--- config.mk ---
export PLATFORM = sky130hd
export DESIGN_NAME = hub75_scan_driver_flat
export DESIGN_NICKNAME = d
export VERILOG_FILES = /design/src/rtl/hub75_scan_driver_pkg.sv /design/src/rtl/hub75_scan_driver_if.sv /design/src/rtl/hub75_scan_driver_pixel_to_1bpp.sv /design/src/rtl/hub75_scan_driver.sv /design/src/flat_wrapper.sv
export SDC_FILE = /design/constraint.sdc
export NUM_CORES = 1
export LEC_CHECK = 0
export ABC_CLOCK_PERIOD_IN_PS = 3900
export BUFFER_PORTS_ARGS = -buffer_cell sky130_fd_sc_hd__buf_4
export CAP_MARGIN = 20
export CORE_ASPECT_RATIO = 0.6
export CORE_UTILIZATION = 53
export CTS_CLUSTER_DIAMETER = 100
export DETAILED_ROUTE_END_ITERATION = 7
export GPL_TIMING_DRIVEN = 0
export PLACE_DENSITY_LB_ADDON = 0.2
export SLEW_MARGIN = 20
export SYNTH_ARGS = -nofsm -noshare
export SYNTH_HDL_FRONTEND = slang
export SYNTH_SLANG_ARGS = --single-unit
--- constraint.sdc ---
create_clock -name clk -period 3.9 [get_ports clk]
set_input_delay 0.39 -clock clk [delete_from_list [all_inputs] [get_ports clk]]
set_output_delay 0.39 -clock clk [all_outputs]
set_load 0.03 [all_outputs]
--- src/rtl/hub75_scan_driver_pkg.sv ---
// Shared constants, field positions and FSM encoding
// for the HUB75 scan driver.
package hub75_scan_driver_pkg;

  localparam int COLS       = 64;
  localparam int ROWS       = 64;
  localparam int SCAN_LINES = ROWS / 2;
  localparam int ADDR_W     = 12;
  localparam int COL_W      = $clog2(COLS);
  localparam int LINE_W     = $clog2(SCAN_LINES);
  localparam int PIX_W      = 24;

  localparam int R_HI = 23;
  localparam int R_LO = 16;
  localparam int G_HI = 15;
  localparam int G_LO = 8;
  localparam int B_HI = 7;
  localparam int B_LO = 0;

  typedef enum logic [1:0] {
    IDLE    = 2'd0,
    SHIFT   = 2'd1,
    LATCH   = 2'd2,
    DISPLAY = 2'd3
  } state_t;

endpackage

--- src/rtl/hub75_scan_driver_if.sv ---
// Dual-port framebuffer read bus: the driver issues
// addresses, the memory returns pixels one cycle later.
interface hub75_scan_driver_if;
  import hub75_scan_driver_pkg::*;

  logic [ADDR_W-1:0] addr_top;
  logic [ADDR_W-1:0] addr_bottom;
  logic [PIX_W-1:0]  pix_top;
  logic [PIX_W-1:0]  pix_bottom;

  modport master (
    output addr_top, addr_bottom,
    input  pix_top, pix_bottom
  );

  modport slave (
    input  addr_top, addr_bottom,
    output pix_top, pix_bottom
  );

endinterface

--- src/rtl/hub75_scan_driver_pixel_to_1bpp.sv ---
// Thresholds one RGB888 pixel to a 1-bit-per-channel
// {r,g,b} triple.
module pixel_to_1bpp
  import hub75_scan_driver_pkg::*;
#(
  parameter int THRESH = 128
) (
  input  logic [PIX_W-1:0] pix,
  output logic [2:0]       rgb
);

  localparam logic [8:0] TH = 9'(THRESH);

  assign rgb = {
    {1'b0, pix[R_HI:R_LO]} >= TH,
    {1'b0, pix[G_HI:G_LO]} >= TH,
    {1'b0, pix[B_HI:B_LO]} >= TH
  };

endmodule

--- src/rtl/hub75_scan_driver.sv ---
// Scans a 64x64 framebuffer into a 1/32 HUB75 panel:
// shift two rows per line, latch, then display.
module hub75_scan_driver
  import hub75_scan_driver_pkg::*;
#(
  parameter int THRESH     = 128,
  parameter int LAT_CYCLES = 2,
  parameter int ON_CYCLES  = 256
) (
  input  logic              clk,
  input  logic              rst,
  input  logic              enable,
  hub75_scan_driver_if.master fb,
  output logic              r1,
  output logic              g1,
  output logic              b1,
  output logic              r2,
  output logic              g2,
  output logic              b2,
  output logic              panel_clk,
  output logic              lat,
  output logic              oe_n,
  output logic [LINE_W-1:0] row_sel,
  output logic              frame_done
);

  localparam int CNT_W = $clog2(ON_CYCLES);

  state_t            state_q, state_d;
  logic [COL_W-1:0]  col_q, col_d;
  logic [LINE_W-1:0] line_q, line_d;
  logic [1:0]        phase_q, phase_d;
  logic [CNT_W-1:0]  cnt_q, cnt_d;
  logic [ADDR_W-1:0] at_q, at_d;
  logic [ADDR_W-1:0] ab_q, ab_d;
  logic [2:0]        rgb1_q, rgb1_d;
  logic [2:0]        rgb2_q, rgb2_d;
  logic [2:0]        px1, px2;
  logic              pclk_q, pclk_d;
  logic              lat_q, lat_d;
  logic              oen_q, oen_d;
  logic              fd_q, fd_d;
  logic [LINE_W-1:0] rs_q, rs_d;

  pixel_to_1bpp #(.THRESH(THRESH)) u_top (
    .pix (fb.pix_top),
    .rgb (px1)
  );

  pixel_to_1bpp #(.THRESH(THRESH)) u_bot (
    .pix (fb.pix_bottom),
    .rgb (px2)
  );

  always_comb begin
    state_d = state_q;
    col_d   = col_q;
    line_d  = line_q;
    phase_d = phase_q;
    cnt_d   = cnt_q;
    fd_d    = 1'b0;
    unique case (state_q)
      IDLE: begin
        if (enable) begin
          state_d = SHIFT;
          col_d   = '0;
          phase_d = '0;
        end
      end
      SHIFT: begin
        phase_d = phase_q + 2'd1;
        if (phase_q == 2'd3) begin
          col_d = col_q + 1'b1;
          if (col_q == COL_W'(COLS - 1)) begin
            state_d = LATCH;
            cnt_d   = '0;
          end
        end
      end
      LATCH: begin
        cnt_d = cnt_q + 1'b1;
        if (cnt_q == CNT_W'(LAT_CYCLES - 1)) begin
          state_d = DISPLAY;
          cnt_d   = '0;
        end
      end
      DISPLAY: begin
        cnt_d = cnt_q + 1'b1;
        if (cnt_q == CNT_W'(ON_CYCLES - 1)) begin
          line_d  = line_q + 1'b1;
          fd_d    = (line_q == LINE_W'(SCAN_LINES - 1));
          state_d = enable ? SHIFT : IDLE;
          col_d   = '0;
          phase_d = '0;
          cnt_d   = '0;
        end
      end
    endcase
  end

  // Outputs derive from the next state so every pin is a flop
  // that already shows the new phase's value in that phase.
  always_comb begin
    at_d   = at_q;
    ab_d   = ab_q;
    rgb1_d = rgb1_q;
    rgb2_d = rgb2_q;
    rs_d   = rs_q;
    if (state_d == SHIFT && phase_d == 2'd0) begin
      at_d = ADDR_W'({line_d, col_d});
      ab_d = ADDR_W'({1'b1, line_d, col_d});
    end
    if (state_q == SHIFT && phase_q == 2'd1) begin
      rgb1_d = px1;
      rgb2_d = px2;
    end
    if (state_d == LATCH && state_q != LATCH) begin
      rs_d = line_q;
    end
    pclk_d = (state_d == SHIFT) && (phase_d == 2'd3);
    lat_d  = (state_d == LATCH);
    oen_d  = (state_d != DISPLAY);
  end

  always_ff @(posedge clk or posedge rst) begin
    if (rst) begin
      state_q <= IDLE;
      col_q   <= '0;
      line_q  <= '0;
      phase_q <= '0;
      cnt_q   <= '0;
      at_q    <= '0;
      ab_q    <= '0;
      rgb1_q  <= '0;
      rgb2_q  <= '0;
      pclk_q  <= 1'b0;
      lat_q   <= 1'b0;
      oen_q   <= 1'b1;
      rs_q    <= '0;
      fd_q    <= 1'b0;
    end else begin
      state_q <= state_d;
      col_q   <= col_d;
      line_q  <= line_d;
      phase_q <= phase_d;
      cnt_q   <= cnt_d;
      at_q    <= at_d;
      ab_q    <= ab_d;
      rgb1_q  <= rgb1_d;
      rgb2_q  <= rgb2_d;
      pclk_q  <= pclk_d;
      lat_q   <= lat_d;
      oen_q   <= oen_d;
      rs_q    <= rs_d;
      fd_q    <= fd_d;
    end
  end

  assign fb.addr_top    = at_q;
  assign fb.addr_bottom = ab_q;
  assign {r1, g1, b1}   = rgb1_q;
  assign {r2, g2, b2}   = rgb2_q;
  assign panel_clk      = pclk_q;
  assign lat            = lat_q;
  assign oe_n           = oen_q;
  assign row_sel        = rs_q;
  assign frame_done     = fd_q;

endmodule

--- src/flat_wrapper.sv ---
// flat-port wrapper written by rule: the top's interface ports become plain ports
module hub75_scan_driver_flat import hub75_scan_driver_pkg::*;
#(
  parameter int THRESH     = 128,
  parameter int LAT_CYCLES = 2,
  parameter int ON_CYCLES  = 256
)
  (clk, rst, enable, r1, g1, b1, r2, g2, b2, panel_clk, lat, oe_n, row_sel, frame_done, fb_addr_top, fb_addr_bottom, fb_pix_top, fb_pix_bottom);
  hub75_scan_driver_if fb_i ();
  input  logic clk;
  input  logic rst;
  input  logic enable;
  output logic r1;
  output logic g1;
  output logic b1;
  output logic r2;
  output logic g2;
  output logic b2;
  output logic panel_clk;
  output logic lat;
  output logic oe_n;
  output logic [LINE_W-1:0] row_sel;
  output logic frame_done;
  output wire logic [$bits(fb_i.addr_top)-1:0] fb_addr_top;
  output wire logic [$bits(fb_i.addr_bottom)-1:0] fb_addr_bottom;
  input wire logic [$bits(fb_i.pix_top)-1:0] fb_pix_top;
  input wire logic [$bits(fb_i.pix_bottom)-1:0] fb_pix_bottom;
  assign fb_addr_top = fb_i.addr_top;
  assign fb_addr_bottom = fb_i.addr_bottom;
  assign fb_i.pix_top = fb_pix_top;
  assign fb_i.pix_bottom = fb_pix_bottom;
  hub75_scan_driver #(.THRESH(THRESH), .LAT_CYCLES(LAT_CYCLES), .ON_CYCLES(ON_CYCLES)) u_core (.clk(clk), .rst(rst), .enable(enable), .fb(fb_i), .r1(r1), .g1(g1), .b1(b1), .r2(r2), .g2(g2), .b2(b2), .panel_clk(panel_clk), .lat(lat), .oe_n(oe_n), .row_sel(row_sel), .frame_done(frame_done));
endmodule
Yosys cells after proc, flatten, opt, wreduce, memory -nomap -nowiden
Cells that the tools add are included.

Bits of input ports: 51. Output and inout port bits: 39. Flip-flop bits (word level): 61.

Reduce and logical (&&, ||, !) cells: 8. Add/sub/neg operators: 4. Equality and inequality tests: 16. $lt $le $gt $ge: 6. Muxes and demuxes: 23.

Operators by type and width (number): >= comparator 8 bit (second input constant) (6); 2-to-1 mux 8 bit (4); one-hot mux 8 bit (3 select lines) (1); 2-to-1 mux 6 bit (3); one-hot mux 6 bit (3 select lines) (1); 2-to-1 mux 2 bit (7); equality test 2 bit (second input constant) (5); 2-to-1 mux 5 bit (2); adder 8 x 1 -> 8 bit (second input constant) (1); equality test 8 x 1 -> 1 bit (second input constant) (1); equality test 8 bit (second input constant) (1); one-hot mux 2 bit (4 select lines) (1); adder 6 x 1 -> 6 bit (second input constant) (1); equality test 2 x 1 -> 1 bit (second input constant) (3); equality test 6 bit (second input constant) (1); one-hot mux 2 bit (3 select lines) (1); adder 5 x 1 -> 5 bit (second input constant) (1); equality test 5 bit (second input constant) (1); logical AND 1 bit (4); logical NOT 2 bit (2); inequality test 2 x 1 -> 1 bit (second input constant) (2); inequality test 2 bit (second input constant) (2); 2-to-1 mux 1 bit (3); AND reduction 3 bit (1); other kinds (2) (2).

Logic depth before layout (Yosys ltp)
Gate-level depths: netlist (run 1).

Depth after elaboration: 6. Mapped depth: 8. Mapped depth without buffers: 7.

By module
From an unflattened synthesis (run 1), not the netlist that was laid out.

Cell total of the unflattened synthesis: 204. Area total of the unflattened synthesis: 2427.3 µm².

By module, submodules not included: hub75_scan_driver (area an instance 2404.8 µm², cells an instance 198, times used 1, sequential area each 1252.5 µm²); pixel_to_1bpp (area an instance 11.3 µm², cells an instance 3, times used 2, sequential area each 0.0 µm²).

Worst setup path before layout (run 1)
OpenSTA, ideal clock, no wires.

Path type: register -> register. Start point: register u_core.cnt_q[0]. End point: register u_core.ab_q[0] (netlist: u_core.fb.addr_bottom[0]). Period minus slack after synthesis: 2214 ps. Setup time: 125 ps. Path slack: 1686 ps. Data arrival time: 2089 ps. Cell stages (with the launch flop): 8. Buffers on the path: 1. Data required time: 3775 ps. Path through: dfrtp_1 ha_1 nand3_4 nor3_4 a21oi_2 a2111oi_4 buf_6 mux2_4.

Cells in the longest elaborated chain, start to end: 5. Elaborated cells between the ends (all ways): 12. Those cells by class: eq/ne: 3; mux: 7; reduce/logical: 2.

RTL lines: start, declared (RTL line hub75_scan_driver.sv:33) `logic [CNT_W-1:0] cnt_q, cnt_d;`; start signal, assigned (RTL line hub75_scan_driver.sv:146) `cnt_q <= cnt_d;`; equality test 8 bit or equality test 8 x 1 -> 1 bit (tied branches) (RTL line hub75_scan_driver.sv:89, hub75_scan_driver.sv:82); 2-to-1 mux 2 bit (on tied branches) (RTL line hub75_scan_driver.sv:89, hub75_scan_driver.sv:82); one-hot mux 2 bit (4 select lines) or one-hot mux 2 bit (3 select lines) (tied branches) (RTL line hub75_scan_driver.sv:62) `unique case (state_q)`; equality test 2 x 1 -> 1 bit or logical NOT 2 bit (tied branches) (RTL line hub75_scan_driver.sv:109) `if (state_d == SHIFT && phase_d == 2'd0) begin`; logical AND 1 bit (RTL line hub75_scan_driver.sv:109); end signal, assigned (RTL line hub75_scan_driver.sv:133) `ab_q <= '0;`; end signal, assigned (RTL line hub75_scan_driver.sv:148) `ab_q <= ab_d;`; end, declared (RTL line hub75_scan_driver.sv:35) `logic [ADDR_W-1:0] ab_q, ab_d;`.

Parallel ways exist; a longest one is shown, timed or not. A chain may end at the register's enable or synchronous reset.

Worst setup path in the final report (run 1)
Start point: register u_core.cnt_q[0]. End point: register u_core.ab_q[5] (netlist: u_core.fb.addr_bottom[5]).

Same word-level chain as after synthesis.

==> results.py, run 1 <==
metrics = {
    "layout": {
        "area_delta_synth_final_pct": 22.5,
        "num_antenna_cells": 0,
        "drive_gt1_share_pct": 42.4,
        "nets": 319,
    },
    "timing": {
        "period_minus_slack_ns": 2.53,
        "worst_slew_pin_slew_ns": 0.609,
        "finalSetupTns_ns": 0,
        "fin_skew_ns": 0.00369,
        "grt_setup_unrepaired": "false",
        "fmax_mhz": 396,
        "report.final.hold_viol_count": 0,
        "relSlewSlack_pct": 58.8,
        "fin_crit_sh_pct": 64.8,
        "slew_violations": 0,
        "setup_viol_count_final": 0,
    },
    "grt": {
        "overflow": 0,
        "grt_pass1_vias": 1655,
        "grt_busiest_layer": "met2",
        "met3_usage_pct": 4.64,
        "grt_use_met1_pct": 29.4,
        "grt_pass1_wl_mm": 7.87,
        "antenna_found_initial": 0,
        "grt_max_degree": 30,
        "grtUsageMet2_pct": 33.5,
        "track_usage_pct": 21.0,
    },
    "critical_path": {
        "crit_arrival_ns": 2.71,
        "crit_fanout": 10,
        "end_kind": "flop",
        "max_stage_delay_ns": 0.44,
        "cp-start-kind": "flop",
        "crit_path_top_delay_cell": "dfrtp_1",
        "path_cells": "ha_1, nand3_4, nor3_4, a21oi_2, a2111oi_4, buf_6, mux2_4",
        "path_buf_inv": 1,
        "critical_path_required_ns": 4.09,
        "cpLargestDelayFamily": "simple AND/OR/NAND/NOR gates",
        "path_class": "flop to flop",
    },
    "pwr": {
        "irDropWorstVdd_uv": 261,
        "p_per_area_mw_per_mm2": 558,
        "p_leak_nw": 1.53,
        "power_mw": 1.69,
    },
    "detailed_routing": {
        "remaining_drc_errors": 0,
        "drt-initial-drc-count": 139,
        "via_per_inst": 5.33,
        "drt_wl_total_mm": 4.65,
        "wl_per_cell_um": 14.4,
        "ant_nets": 0,
        "dr.pass1.iters": 4,
        "num_vias": 1717,
    },
    "logic_synthesis": {
        "syn_area_per_cell_sq_um": 12.0,
        "yosys.area.top_type": "dfrtp_1",
        "synthTopCellsByArea": "dfrtp_1, mux2_2, mux2_4, buf_4, ha_1",
        "synth.most_common_cell": "dfrtp_1",
        "ys_seq_area_share_pct": 50.5,
        "synth-seq-cells": 50,
        "synthCells": 207,
        "synthArstFlopShare_pct": 100,
        "syn_area_sq_mm": 0.00248,
        "synth_common_cells": "dfrtp_1, nand2_1, mux2_2, buf_4, nor2_1",
        "ys_warn_count": 0,
        "synth-edff-count": 0,
        "ys_types": 51,
        "synthesis.nets": 265,
        "yosys.area.top_type_share_pct": 49.5,
        "synth_flop_cell": "dfrtp_1",
    },
    "clocking": {
        "h-tree-depth": 2,
        "clock_latency_ns": 0.30,
        "cts_tree": "done",
        "post_cts_buffers": 0,
        "clkTransAtPathRegs_ns": 0.09,
        "holdBufCountCts": 0,
        "numCtsBuffers": 5,
        "root_buffer": "clkbuf_8",
        "ctsResizeCount": 0,
        "cts_sinks": 50,
        "cts_max_path_buffers": 2,
    },
    "placed_design": {
        "place.gp.congestion": 0.791,
        "numPortBuffers": 46,
        "dp_hpwl_mm": 3.46,
    },
    "job": {
        "maxCapViolations": 0,
    },
    "outcome": {
        "outcome": "completed",
    },
    "die": {
        "core_area_sq_mm": 0.00430,
        "start_util_pct": 57.6,
        "io-pin-count": 90,
        "rows": 18,
        "die_width_um": 90.3,
        "die_height_um": 55.0,
        "die_area_sq_mm": 0.00496,
    },
    "min_path": {
        "holdCritPathClass": "primary input to asynchronous set/reset pin",
    },
}
[report_power, final]
part           switching (mW)  internal, mW  total [mW]
registers              0.0736         0.611       0.685
clock network           0.165         0.191       0.357
logic                   0.343         0.310       0.653
total                   0.582          1.11        1.69
[flip-flops by register name (all words and copies together), names as in the netlist, 2 cells and up]
signal	cells
u_core.rgb2_q	3
u_core.col_q	6
u_core.row_sel	5
u_core.fb.addr_bottom	12
u_core.cnt_q	8
u_core.line_q	5
u_core.phase_q	2
u_core.state_q	2
u_core.rgb1_q	3
[layer usage]
layer / wire, um / up-vias
li1: - / 829
met1: 2360 / 840
met2: 2050 / 44
met3: 205 / 4
met4: 27 / 0
met5: 0 / -
[kinds of logic (layout without fill, tap and decap cells)]
logic type | Yosys count | in the layout | share of synthesized area [%]
buffers and inverters | 25 | 80 | 6.87
AO/OA/AOI/OAI | 33 | 33 | 10.2
flip-flops | 50 | 50 | 50.5
XOR/XNOR | 8 | 8 | 2.83
multiplexers | 24 | 24 | 12.3
adder cells (fa/ha/maj) | 7 | 7 | 3.53
AND/OR/NAND/NOR | 59 | 59 | 13.6
other | 1 | 1 | 0.151
[per-stage QoR]
step	cell area, sq um	hold WS [ns]	std cells	setup slack [ns]	util (%)
6_report	3040	0.164	322	1.37	70.6
5_1_grt	3040	0.220	322	1.24	70.6
4_1_cts	3040	0.184	322	1.34	70.6
3_5_place_dp	2930	0.464	314	1.37	68.0
3_3_place_gp	2900	0.456	313	1.39	67.4
2_1_floorplan	2480	0.468	207	1.69	-
[cells in the final DEF (no fill, tap or decap), types with 2 or more instances in the layout]
cell type	n
inv_1	6
a22o_1	4
buf_6	4
nand2_1	18
o21ai_0	6
nor4_1	3
dfrtp_1	49
a21oi_1	5
nor2_1	10
mux2_2	15
nand4_1	4
a21o_1	3
mux2_4	9
nand2b_1	2
a31o_2	2
nor3_1	5
xor2_1	4
nand3_1	2
xnor2_1	4
clkbuf_8	5
or3_1	3
ha_1	7
buf_4	58
clkbuf_1	2
[final timing paths]
check	start	to	slack (ns)	depth (start not counted)
worst min-delay path	rst	u_core.fb.addr_bottom[11]	0.16	2
max in group asynchronous	rst	u_core.fb.addr_bottom[0]	3.21	3
worst min register to register	u_core.fb.addr_bottom[11]	u_core.fb.addr_bottom[11]	0.48	1
min in group clk	fb_pix_bottom[7]	u_core.rgb2_q[0]	0.32	2
worst max register to register	u_core.cnt_q[0]	u_core.fb.addr_bottom[5]	1.37	7
worst max-delay path	u_core.cnt_q[0]	u_core.fb.addr_bottom[5]	1.37	7
[final cells by class]
cell class	instances	area, sq um
Sequential cell	50	1250
Fill cell	328	1260
Clock buffer	6	72.6
Multi-Input combinational cell	132	1060
Inverter	7	26.3
Timing Repair Buffer	47	373
Tap cell	60	75.1
Clock inverter	2	37.5
Buffer	18	144
Note: power is estimated with default switching activity, not from simulation.
==> run 2, diff against run 1 <==
--- a/config.mk
+++ b/config.mk
@@ -5,11 +5,12 @@
 export SDC_FILE = /design/constraint.sdc
 export NUM_CORES = 1
 export LEC_CHECK = 0
-export ABC_CLOCK_PERIOD_IN_PS = 3900
+export ABC_AREA = 1
+export ABC_CLOCK_PERIOD_IN_PS = 2150
 export BUFFER_PORTS_ARGS = -buffer_cell sky130_fd_sc_hd__buf_4
 export CAP_MARGIN = 20
 export CORE_ASPECT_RATIO = 0.6
-export CORE_UTILIZATION = 53
+export CORE_UTILIZATION = 45
 export CTS_CLUSTER_DIAMETER = 100
 export DETAILED_ROUTE_END_ITERATION = 7
 export GPL_TIMING_DRIVEN = 0
==> constraint.sdc (replaced) <==
create_clock -name clk -period 2.15 [get_ports clk]
set_input_delay 0.215 -clock clk [delete_from_list [all_inputs] [get_ports clk]]
set_output_delay 0.215 -clock clk [all_outputs]
set_load 0.03 [all_outputs]
==> results.py, run 2 <==
metrics = {
    "die": {
        "rows": 20,
        "start_util_pct": 48.8,
        "die_width_um": 99.9,
        "core_area_sq_mm": 0.00531,
        "die_area_sq_mm": 0.00607,
        "die_height_um": 60.8,
        "io-pin-count": 90,
    },
    "layout": {
        "final_cell_mix": "nand2_1, buf_4, dfrtp_1, inv_1, nand3_1",
        "final_core_util_pct": 60.0,
        "layout_commonest_cell": "nand2_1",
        "num_antenna_cells": 0,
        "largest_reg_flops": 12,
        "nFillCells": 497,
        "area_delta_synth_final_pct": 22.9,
        "nets": 398,
        "drive_gt1_share_pct": 33.7,
    },
    "grt": {
        "grt_max_degree": 35,
        "grt_pass1_vias": 1754,
        "track_usage_pct": 18.2,
        "grt_pass1_wl_mm": 8.35,
        "overflow": 0,
        "antenna_found_initial": 0,
    },
    "pwr": {
        "p_leak_nw": 1.67,
        "irDropWorstVdd_uv": 367,
        "p_per_area_mw_per_mm2": 930,
    },
    "min_path": {
        "hold_path.startpoint": "fb_pix_bottom[15]",
        "hold_end": "u_core.rgb2_q[1]",
        "hold_depth": 2,
        "holdCritPathClass": "primary input to flop",
    },
    "logic_synthesis": {
        "synth-edff-count": 0,
        "synth_flop_cell": "dfrtp_1",
        "yosys.area.top_type": "dfrtp_1",
        "synthArstFlopShare_pct": 100,
        "ys_warn_count": 0,
        "synth_common_cells": "nand2_1, dfrtp_1, inv_1, nand3_1, nor2_1",
        "ys_types": 33,
        "synth-seq-cells": 50,
        "synth.most_common_cell": "nand2_1",
        "syn_area_sq_mm": 0.00259,
        "synthCells": 284,
        "yosys.area.top_type_share_pct": 47.4,
        "synthesis.nets": 342,
        "ys_seq_area_share_pct": 48.4,
        "synthTopCellsByArea": "dfrtp_1, nand2_1, mux2_2, inv_1, nand3_1",
        "syn_area_per_cell_sq_um": 9.12,
    },
    "critical_path": {
        "path_class": "flop to flop",
        "crit_arrival_ns": 2.18,
        "crit_fanout": 6,
        "worstReg2RegEnd": "u_core.row_sel[2]",
        "end_kind": "flop",
        "r2r_cells": 6,
        "cp-start-kind": "flop",
        "critical_path_required_ns": 2.34,
        "r2r_slack_ns": 0.16,
        "r2r_start": "u_core.phase_q[0]",
    },
    "timing": {
        "period_minus_slack_ns": 1.99,
        "setup_viol_count_final": 0,
        "worst_slew_pin_slew_ns": 0.610,
        "fmax_mhz": 502,
        "holdWs_ns": 0.137,
        "fin_skew_ns": 0.00868,
        "slew_violations": 0,
        "grt_setup_unrepaired": "false",
        "relSlewSlack_pct": 59.0,
        "report.final.hold_viol_count": 0,
        "finalSetupTns_ns": 0,
        "fin_crit_sh_pct": 92.7,
    },
    "clocking": {
        "clock_latency_ns": 0.30,
        "root_buffer": "clkbuf_8",
        "cts_sinks": 50,
        "cts_max_path_buffers": 2,
        "h-tree-depth": 2,
        "numCtsBuffers": 5,
        "clkTransAtPathRegs_ns": 0.09,
        "cts_tree": "done",
    },
    "detailed_routing": {
        "ant_nets": 0,
        "drt_wl_total_mm": 4.88,
        "via_per_inst": 4.64,
        "drt-initial-drc-count": 64,
        "remaining_drc_errors": 0,
        "num_vias": 1941,
        "dr.pass1.iters": 4,
        "wl_per_cell_um": 11.7,
    },
    "placed_design": {
        "dp_hpwl_mm": 3.61,
        "place.gp.congestion": 0.762,
        "numPortBuffers": 46,
    },
    "job": {
        "maxCapViolations": 0,
    },
    "outcome": {
        "outcome": "completed",
    },
}
[run 2: cell types whose count changed in the layout (fill, tap and decap cells not counted), sizes merged, moves of 3 or more]
cell,previous run,this run
nor4,3,0
a22o,4,0
mux2,24,10
nand3,3,23
a21o,4,0
xnor2,4,1
nor2,10,27
or3,3,0
inv,7,31
nand2,18,87
nand4,5,0
[run 2: logic make-up after synthesis]
family	share of synthesized area, %
simple gates	29.1
flops	48.4
fa+ha+maj	3.38
buf+inv	9.47
xor+xnor	1.69
compound gates	3.48
mux	4.35
other cells	0.145
[run 2: cell type report]
class	count	area [sq um]	area share, %
Buffer	15	124	3.89
Clock buffer	6	72.6	2.28
Clock inverter	2	37.5	1.18
Inverter	32	121	3.81
Multi-Input combinational cell	187	1090	34.4
Sequential cell	50	1250	39.4
Tap cell	77	96.3	3.03
Timing Repair Buffer	49	383	12.0
[run 2: report_power, final]
part,internal [mW],leakage [nW],switching [mW]
combinational,0.422,0.960,0.638
clock,0.347,0.0514,0.313
sequential,1.10,0.656,0.133
[run 2: how the worst max path moves through the flow]
stage                            from                        to  slack [ns]  depth (start not counted)
global route          u_core.cnt_q[0]  u_core.fb.addr_bottom[1]       0.001                         13
CTS                 u_core.phase_q[0]         u_core.row_sel[2]        0.13                          6
detailed placement  u_core.phase_q[0]         u_core.row_sel[1]        0.16                          6
finish              u_core.phase_q[0]         u_core.row_sel[2]        0.16                          6
global placement                  rst  u_core.fb.addr_bottom[9]        0.06                          2
floorplan             u_core.cnt_q[0]  u_core.fb.addr_bottom[0]        0.44                         13
[run 2: layer usage]
| metal | vias to the layer above | GRT usage [%] | part of all wire (%) |
|---|---|---|---|
| li1 | 996 | - | - |
| met1 | 893 | 27.2 | 54 |
| met2 | 47 | 26.5 | 40 |
| met3 | 5 | 4.15 | 4.7 |
| met4 | 0 | 5.04 | 0.68 |
| met5 | - | 0 | 0 |
[run 2: what timing repair did]
item / in CTS / in global routing
resized for setup: 0 / 2
endpoints found under the setup margin: 0 / 14
hold endpoints to repair: 16 / 0
setup buffers: 0 / 1
hold buffers: 1 / 0
[run 2: worst max-delay path, stage by stage (launching register included)]
cell	delay [ns]
dfrtp_1	0.42
ha_2	0.24
nand2_1	0.09
nor2_1	0.18
nand2_2	0.12
nor2_1	0.43
mux2_2	0.39
[run 2: metrics by stage]
| stage | cell area [sq um] | worst slack [ns] | std cells | power [mW] |
|---|---|---|---|---|
| floorplan | 2590 | 0.439 | 284 | 1.98 |
| global placement | 3030 | 0.0583 | 407 | 2.30 |
| detailed placement | 3050 | 0.156 | 408 | 2.31 |
| CTS | 3170 | 0.127 | 417 | 2.98 |
| global route | 3180 | 0.00134 | 418 | 3.13 |
| finish | 3180 | 0.157 | 418 | 2.96 |
